**config.mk**
```make
export PLATFORM = sky130hd
export DESIGN_NAME = adc_pattern_monitor
export DESIGN_NICKNAME = d
export VERILOG_FILES = /design/src/rtl/adc_pattern_monitor.sv
export SDC_FILE = /design/constraint.sdc
export NUM_CORES = 1
export LEC_CHECK = 0
export CORE_ASPECT_RATIO = 1.25
export CORE_MARGIN = 2
export CORE_UTILIZATION = 60
export CTS_BUF_LIST = sky130_fd_sc_hd__clkbuf_4 sky130_fd_sc_hd__clkbuf_8
export CTS_CLUSTER_SIZE = 25
export DETAILED_ROUTE_END_ITERATION = 8
export DONT_BUFFER_PORTS = 1
export PLACE_DENSITY = 0.76
export SLEW_MARGIN = 20
export SYNTH_ARGS = -nofsm -noshare
export SYNTH_HDL_FRONTEND = slang
export SYNTH_SLANG_ARGS = --single-unit
export TNS_END_PERCENT = 5
```
**constraint.sdc**
```tcl
create_clock -name clk -period 6.23 [get_ports clk]
set_clock_uncertainty 0.05 [all_clocks]
set_input_delay 0.9345 -clock clk [delete_from_list [all_inputs] [get_ports clk]]
set_output_delay 0.9345 -clock clk [all_outputs]
set_load 0.02 [all_outputs]
```
**src/rtl/adc_pattern_monitor.sv**
```systemverilog
// rtl/adc_pattern_monitor.sv - ADC test-pattern checker (ramp / fixed) with error statistics
//
// Checks a stream of multi-lane ADC words against either a ramp (each sample is
// the previous one plus a step, continuing across words) or a fixed pattern, over
// a window of accepted words, and reports error count, per-lane sticky flags, the
// index of the first bad word, and a pass flag.
//
// Ports:
//   clk               sole clock
//   rst               asynchronous active-high reset
//   data_valid_i      qualifies adc_data_i
//   adc_data_i        LANES samples, lane i at [(i+1)*W-1:i*W], lane 0 oldest
//   mode_i            0 = ramp, 1 = fixed pattern (latched at start)
//   step_i            ramp increment (latched at start)
//   pattern_i         fixed pattern value (latched at start)
//   start_i           test request, honoured only when idle
//   abort_i           cancels a running test
//   window_len_i      accepted words per test, 0 behaves as 1 (latched at start)
//   busy_o            test in progress (RUN/DRAIN)
//   done_o            one-cycle completion pulse
//   pass_o            set with done_o when no errors were seen
//   err_cnt_o         saturating count of erroring lanes
//   lane_err_mask_o   sticky per-lane error flags
//   first_err_word_o  0-based index of the first accepted word with an error

module adc_pattern_monitor #(
    parameter int ADC_DATA_WIDTH    = 8,
    parameter int PARALLEL_PATH_NUM = 4,
    parameter int CNT_WIDTH         = 16
) (
    input  logic                                           clk,
    input  logic                                           rst,
    input  logic                                           data_valid_i,
    input  logic [ADC_DATA_WIDTH*2*PARALLEL_PATH_NUM-1:0]  adc_data_i,
    input  logic                                           mode_i,
    input  logic [ADC_DATA_WIDTH-1:0]                      step_i,
    input  logic [ADC_DATA_WIDTH-1:0]                      pattern_i,
    input  logic                                           start_i,
    input  logic                                           abort_i,
    input  logic [CNT_WIDTH-1:0]                           window_len_i,
    output logic                                           busy_o,
    output logic                                           done_o,
    output logic                                           pass_o,
    output logic [CNT_WIDTH-1:0]                           err_cnt_o,
    output logic [2*PARALLEL_PATH_NUM-1:0]                 lane_err_mask_o,
    output logic [CNT_WIDTH-1:0]                           first_err_word_o
);

    localparam int W     = ADC_DATA_WIDTH;
    localparam int LANES = 2 * PARALLEL_PATH_NUM;
    localparam int PCW   = $clog2(LANES + 1);
    localparam int SUMW  = CNT_WIDTH + PCW;

    typedef enum logic [1:0] {
        S_IDLE,
        S_RUN,
        S_DRAIN,
        S_DONE
    } state_t;

    state_t state;

    // Test configuration captured at start
    logic                 mode_q;
    logic [W-1:0]         step_q;
    logic [W-1:0]         pattern_q;
    logic [CNT_WIDTH-1:0] len_q;
    logic [CNT_WIDTH-1:0] word_cnt;
    logic                 drain_cnt;

    // Ramp continuity across words: last lane of the most recent accepted word
    logic [W-1:0]         last_lane;
    logic                 have_prev;

    // Stage 1: input register
    logic                 s1_valid;
    logic [W*LANES-1:0]   s1_data;
    logic [CNT_WIDTH-1:0] s1_idx;
    logic [W-1:0]         s1_prev_last;
    logic                 s1_has_prev;

    // Stage 2: per-lane compare result
    logic                 s2_valid;
    logic [LANES-1:0]     s2_err;
    logic [CNT_WIDTH-1:0] s2_idx;

    // Stage 3 bookkeeping
    logic                 found;

    logic                 accept;
    logic [W*LANES-1:0]   prev_vec;
    logic [LANES-1:0]     lane_err;
    logic [PCW-1:0]       pop;
    logic [SUMW-1:0]      sum_ext;
    logic [CNT_WIDTH-1:0] cnt_next;

    // Abort wins over acceptance; no word is taken once the window is full.
    assign accept = (state == S_RUN) && !abort_i && data_valid_i && (word_cnt != len_q);

    // Predecessor of each lane: lane k-1 of the same word, or for lane 0 the last
    // lane of the previous accepted word.
    assign prev_vec = {s1_data[(LANES-1)*W-1:0], s1_prev_last};

    always_comb begin
        lane_err = '0;
        for (int k = 0; k < LANES; k++) begin
            if (mode_q) begin
                lane_err[k] = (s1_data[k*W +: W] != pattern_q);
            end else if ((k == 0) && !s1_has_prev) begin
                lane_err[k] = 1'b0;
            end else begin
                lane_err[k] = (s1_data[k*W +: W] != W'(prev_vec[k*W +: W] + step_q));
            end
        end
    end

    always_comb begin
        pop = '0;
        for (int k = 0; k < LANES; k++) begin
            pop = pop + PCW'(s2_err[k]);
        end
    end

    // Saturating add: widen, then clamp to all-ones on any carry out.
    assign sum_ext  = {{PCW{1'b0}}, err_cnt_o} + {{CNT_WIDTH{1'b0}}, pop};
    assign cnt_next = (|sum_ext[SUMW-1:CNT_WIDTH]) ? {CNT_WIDTH{1'b1}} : sum_ext[CNT_WIDTH-1:0];

    always_ff @(posedge clk or posedge rst) begin
        if (rst) begin
            state            <= S_IDLE;
            mode_q           <= 1'b0;
            step_q           <= '0;
            pattern_q        <= '0;
            len_q            <= '0;
            word_cnt         <= '0;
            drain_cnt        <= 1'b0;
            last_lane        <= '0;
            have_prev        <= 1'b0;
            s1_valid         <= 1'b0;
            s1_data          <= '0;
            s1_idx           <= '0;
            s1_prev_last     <= '0;
            s1_has_prev      <= 1'b0;
            s2_valid         <= 1'b0;
            s2_err           <= '0;
            s2_idx           <= '0;
            found            <= 1'b0;
            busy_o           <= 1'b0;
            done_o           <= 1'b0;
            pass_o           <= 1'b0;
            err_cnt_o        <= '0;
            lane_err_mask_o  <= '0;
            first_err_word_o <= '0;
        end else begin
            done_o <= 1'b0;

            // Stage 1
            s1_valid <= accept;
            if (accept) begin
                s1_data      <= adc_data_i;
                s1_idx       <= word_cnt;
                s1_prev_last <= last_lane;
                s1_has_prev  <= have_prev;
                last_lane    <= adc_data_i[W*LANES-1 -: W];
                have_prev    <= 1'b1;
                word_cnt     <= word_cnt + CNT_WIDTH'(1);
            end

            // Stage 2
            s2_valid <= s1_valid;
            s2_err   <= s1_valid ? lane_err : '0;
            s2_idx   <= s1_idx;

            // Stage 3
            if (s2_valid) begin
                err_cnt_o       <= cnt_next;
                lane_err_mask_o <= lane_err_mask_o | s2_err;
                if ((|s2_err) && !found) begin
                    first_err_word_o <= s2_idx;
                    found            <= 1'b1;
                end
            end

            // Control; assignments here override the pipeline defaults above.
            case (state)
                S_IDLE: begin
                    if (start_i) begin
                        mode_q           <= mode_i;
                        step_q           <= step_i;
                        pattern_q        <= pattern_i;
                        len_q            <= (window_len_i == '0) ? CNT_WIDTH'(1) : window_len_i;
                        word_cnt         <= '0;
                        have_prev        <= 1'b0;
                        found            <= 1'b0;
                        err_cnt_o        <= '0;
                        lane_err_mask_o  <= '0;
                        first_err_word_o <= '0;
                        pass_o           <= 1'b0;
                        busy_o           <= 1'b1;
                        state            <= S_RUN;
                    end
                end
                S_RUN: begin
                    if (abort_i) begin
                        state    <= S_IDLE;
                        busy_o   <= 1'b0;
                        pass_o   <= 1'b0;
                        s1_valid <= 1'b0;
                        s2_valid <= 1'b0;
                    end else if (word_cnt == len_q) begin
                        // Last word went into stage 1 on the previous edge.
                        state     <= S_DRAIN;
                        drain_cnt <= 1'b0;
                    end
                end
                S_DRAIN: begin
                    if (abort_i) begin
                        state    <= S_IDLE;
                        busy_o   <= 1'b0;
                        pass_o   <= 1'b0;
                        s1_valid <= 1'b0;
                        s2_valid <= 1'b0;
                    end else if (drain_cnt) begin
                        // Final accumulate landed on the previous edge.
                        state  <= S_DONE;
                        busy_o <= 1'b0;
                        done_o <= 1'b1;
                        pass_o <= (err_cnt_o == '0);
                    end else begin
                        drain_cnt <= 1'b1;
                    end
                end
                S_DONE: begin
                    state <= S_IDLE;
                end
                default: begin
                    state <= S_IDLE;
                end
            endcase
        end
    end

endmodule

```
==> qor.yml <==
setup-tns-final_ns: 0
clk_pin_slew_worst_paths_ns: 0.06
placement_rows: 61
post_synthesis_net_count: 1703
numClockSinks: 212
finalHoldViolCount: 0
grt_usage_pct: 29.1
report.final.slew_viol_count: 0
synth_xor_xnor_area_share_pct: 8.77
maximum_frequency_from_static_timing_analysis_mhz: 233
worst_hold_margin_ns: 0.242
floorplan.io_pins: 145
postCtsSetupRepairBufs: 0
finalNetCount: 1675
ys_seq_area_share_pct: 39.8
antenna_cells: 0
cp.arrival_ns: 4.69
routed_wire_length_per_instance_um: 19.0
comb_pwr_share_pct: 53.2
dp.final_hpwl_um: 23800
initial_utilization_pct: 60.5
grt_setup_unrepaired: "false"
core_area_um2: 22100
startpoint_type_of_the_worst_setup_path: "flop"
r2r_cells: 13
netsw_mw: 3.79
power_per_cell_area_nw_per_um2: 590
max-cap-violations: 0
post_cts_resized: 0
ctsHtreeMaxLevel: 2
synth_compound_area_share_pct: 14.7
synthesis.yosys.warnings: 0
syn-mean-instance-area_um2: 8.78
share_seq_of_total_power_pct: 30.4
synth_cell_type_count: 80
grt_antenna_before_repair: 0
cts_tree: "yes"
cts_root_buf: "clkbuf_8"
synth_enable_flop_cells: 0
gpl.final_weighted_congestion: 0.909
timing.critical_path.required_ns: 6.63
chipWidth_um: 137
regToRegSetupSlack_ns: 1.94
post_drt_via_cell_ratio: 6.15
post_synth_and_or_nand_nor_area_fraction_pct: 21.7
synth-seq-cells: 212
grt_pass1_wl_um: 53800
place.port_buffers: 0
grt_pass1_vias: 10600
antenna_violating_nets_post_route: 0
grt_max_degree: 93
cts_max_path_buffers: 3
cts-buffers-inserted: 36
layout_min_cycle_time_ns: 4.29
routed_wirelength_um: 34300
synthAdderAreaFrac_pct: 8.33
synth_mux_area_share_pct: 2.34
grt.overflow.total: 0
layout_worst_path_cycle_share_pct: 68.8
timing_worst_setup_path_type: "flop to flop"
ctsHoldBuffers: 0
swShare_pct: 45.2
worst_pin_slew_ns: 1.01
drc_errors_left: 0
outcome: "complete, no violations"
cp_max_fo: 9
drt_iter0_drc: 741
dieArea_um2: 23500
synth_top_family_by_area: "simple AND/OR/NAND/NOR gates"
critPathCaptureType: "flop"
dp_cells: 1737
async_flop_share_pct: 100
die_h_um: 171
syn-cell-area_um2: 13300
vias: 11100
drive_gt1_share_pct: 6.20
rr_endpoint: "err_cnt_o[13]$_DFF_PP0_"
timing.hold.worst.class: "input port to asynchronous set/reset pin"
layout-area-overhead-vs-synth_pct: 6.69
worst_skew_pair.late_latency_ns: 0.55
worst_r2r_startpoint: "err_cnt_o[0]$_DFF_PP0_"
synthesis.instances: 1520
sum_of_internal_switching_and_leakage_power_mw: 8.40
drt_first_pass_iters: 6
power.ir.vdd_worst_mv: 0.304
finalSetupViolations: 0
synthFlopType: "dfrtp_1"
layoutNonFillerInstCount: 1800
power_frac_clock_pct: 16.4
final_core_utilization_pct: 64.5
relSlewSlack_pct: 32.4
p_int_mw: 4.61
p_leak_nw: 6.74
[Yosys cell counts (all sizes together) (10+ instances only)]
cell | count | area share, %
a21o | 15 | 0.84
a31oi | 11 | 0.52
mux2i | 29 | 2.2
dfrtp | 212 | 40
inv | 63 | 1.8
and3 | 12 | 0.56
a41oi | 10 | 0.66
xnor2 | 69 | 4.5
nand4 | 20 | 0.94
nor2 | 69 | 1.9
nand2b | 17 | 0.80
buf | 34 | 1.4
nor2b | 14 | 0.66
nor4 | 24 | 1.1
nor3 | 27 | 1.0
xor2 | 62 | 4.1
nand3 | 22 | 0.86
a211oi | 15 | 0.84
ha | 68 | 6.4
clkbuf | 40 | 1.1
o21ai | 79 | 3.0
nand2 | 364 | 10
or3 | 19 | 0.89
a21oi | 67 | 2.5
fa | 13 | 2.0
[state kept, by name, indices dropped and copies added, names as in the netlist, 2 cells and up]
signal / cells
s2_err: 8
s1_prev_last: 8
err_cnt_o: 16
pattern_q: 8
len_q: 16
s1_idx: 16
state: 2
last_lane: 8
step_q: 8
s1_data: 56
word_cnt: 16
s2_idx: 16
first_err_word_o: 16
lane_err_mask_o: 8
[cells by family (layout without fill, tap and decap cells)]
group	after synthesis	after routing
AO/OA/AOI/OAI	295	295
multiplexers	31	31
adder cells (fa/ha/maj)	81	81
XOR/XNOR	132	132
AND/OR/NAND/NOR	631	631
flip-flops	212	212
buffers and inverters	138	135
[how the worst max path moves through the flow]
stage / start / end / slack (ns) / depth (start not counted)
floorplan: err_cnt_o[0]$_DFF_PP0_ / err_cnt_o[13]$_DFF_PP0_ / 2.35 / 14
global placement: err_cnt_o[0]$_DFF_PP0_ / err_cnt_o[13]$_DFF_PP0_ / 2.10 / 13
detailed placement: err_cnt_o[0]$_DFF_PP0_ / err_cnt_o[13]$_DFF_PP0_ / 1.98 / 13
CTS: err_cnt_o[0]$_DFF_PP0_ / err_cnt_o[13]$_DFF_PP0_ / 1.96 / 13
global route: err_cnt_o[0]$_DFF_PP0_ / err_cnt_o[13]$_DFF_PP0_ / 1.70 / 13
finish: err_cnt_o[0]$_DFF_PP0_ / err_cnt_o[13]$_DFF_PP0_ / 1.94 / 13
[stage by stage]
step / worst slack (ns) / cell area, um2
finish: 1.94 / 14200
global route: 1.70 / 14200
CTS: 1.96 / 14200
detailed placement: 1.98 / 13400
global placement: 2.10 / 13400
floorplan: 2.35 / 13300
[cells in the final DEF, fill, tap and decap left out, drive strengths merged, types with 17 or more instances in the layout]
cell type,netlist,layout
xor2,62,62
inv,63,63
nand4,20,20
dfrtp,212,212
mux2i,29,29
nor2,69,69
o21ai,79,79
a21oi,67,67
xnor2,69,69
nand3,22,22
nor3,27,27
nand2b,17,17
ha,68,68
or3,19,19
nand2,364,364
clkbuf,40,57
nor4,24,24
[worst max-delay path, stage by stage (launching register included)]
cell and delay [ns]:
dfrtp_1 0.52, fa_1 0.60, inv_1 0.06, fa_1 0.50, fa_1 0.43, fa_1 0.40, inv_1 0.08, fa_1 0.21
a21o_1 0.13, a21oi_1 0.09, nand2b_1 0.20, or3_1 0.56, and3_1 0.25, nor3_1 0.12
[final cells by class]
| class | instances | area (um2) |
|---|---|---|
| tap | 283 | 354 |
| inverter | 64 | 245 |
| clock inverter | 6 | 92.6 |
| multi-input combinational | 1170 | 7470 |
| sequential | 212 | 5310 |
| clock buffer | 57 | 703 |
| timing repair buffer | 8 | 60.1 |
| fill | 1902 | 7820 |
[power by group through the flow]
stage,Clock [mW],Combinational (mW),Sequential (mW)
floorplan,0,3.82,2.15
global placement,0,4.27,2.55
detailed placement,0,4.39,2.56
CTS,1.41,4.42,2.54
global route,1.47,5.01,2.60
finish,1.38,4.47,2.56
[metal layers]
| metal | wire length, um | up-vias | track usage [%] |
|---|---|---|---|
| li1 | - | 5237 | - |
| met1 | 13700 | 5319 | 36.2 |
| met2 | 16700 | 413 | 49.3 |
| met3 | 2370 | 99 | 5.04 |
| met4 | 1490 | 0 | 13.5 |
| met5 | 0 | - | 0 |
(Power assumes the default switching activity.)
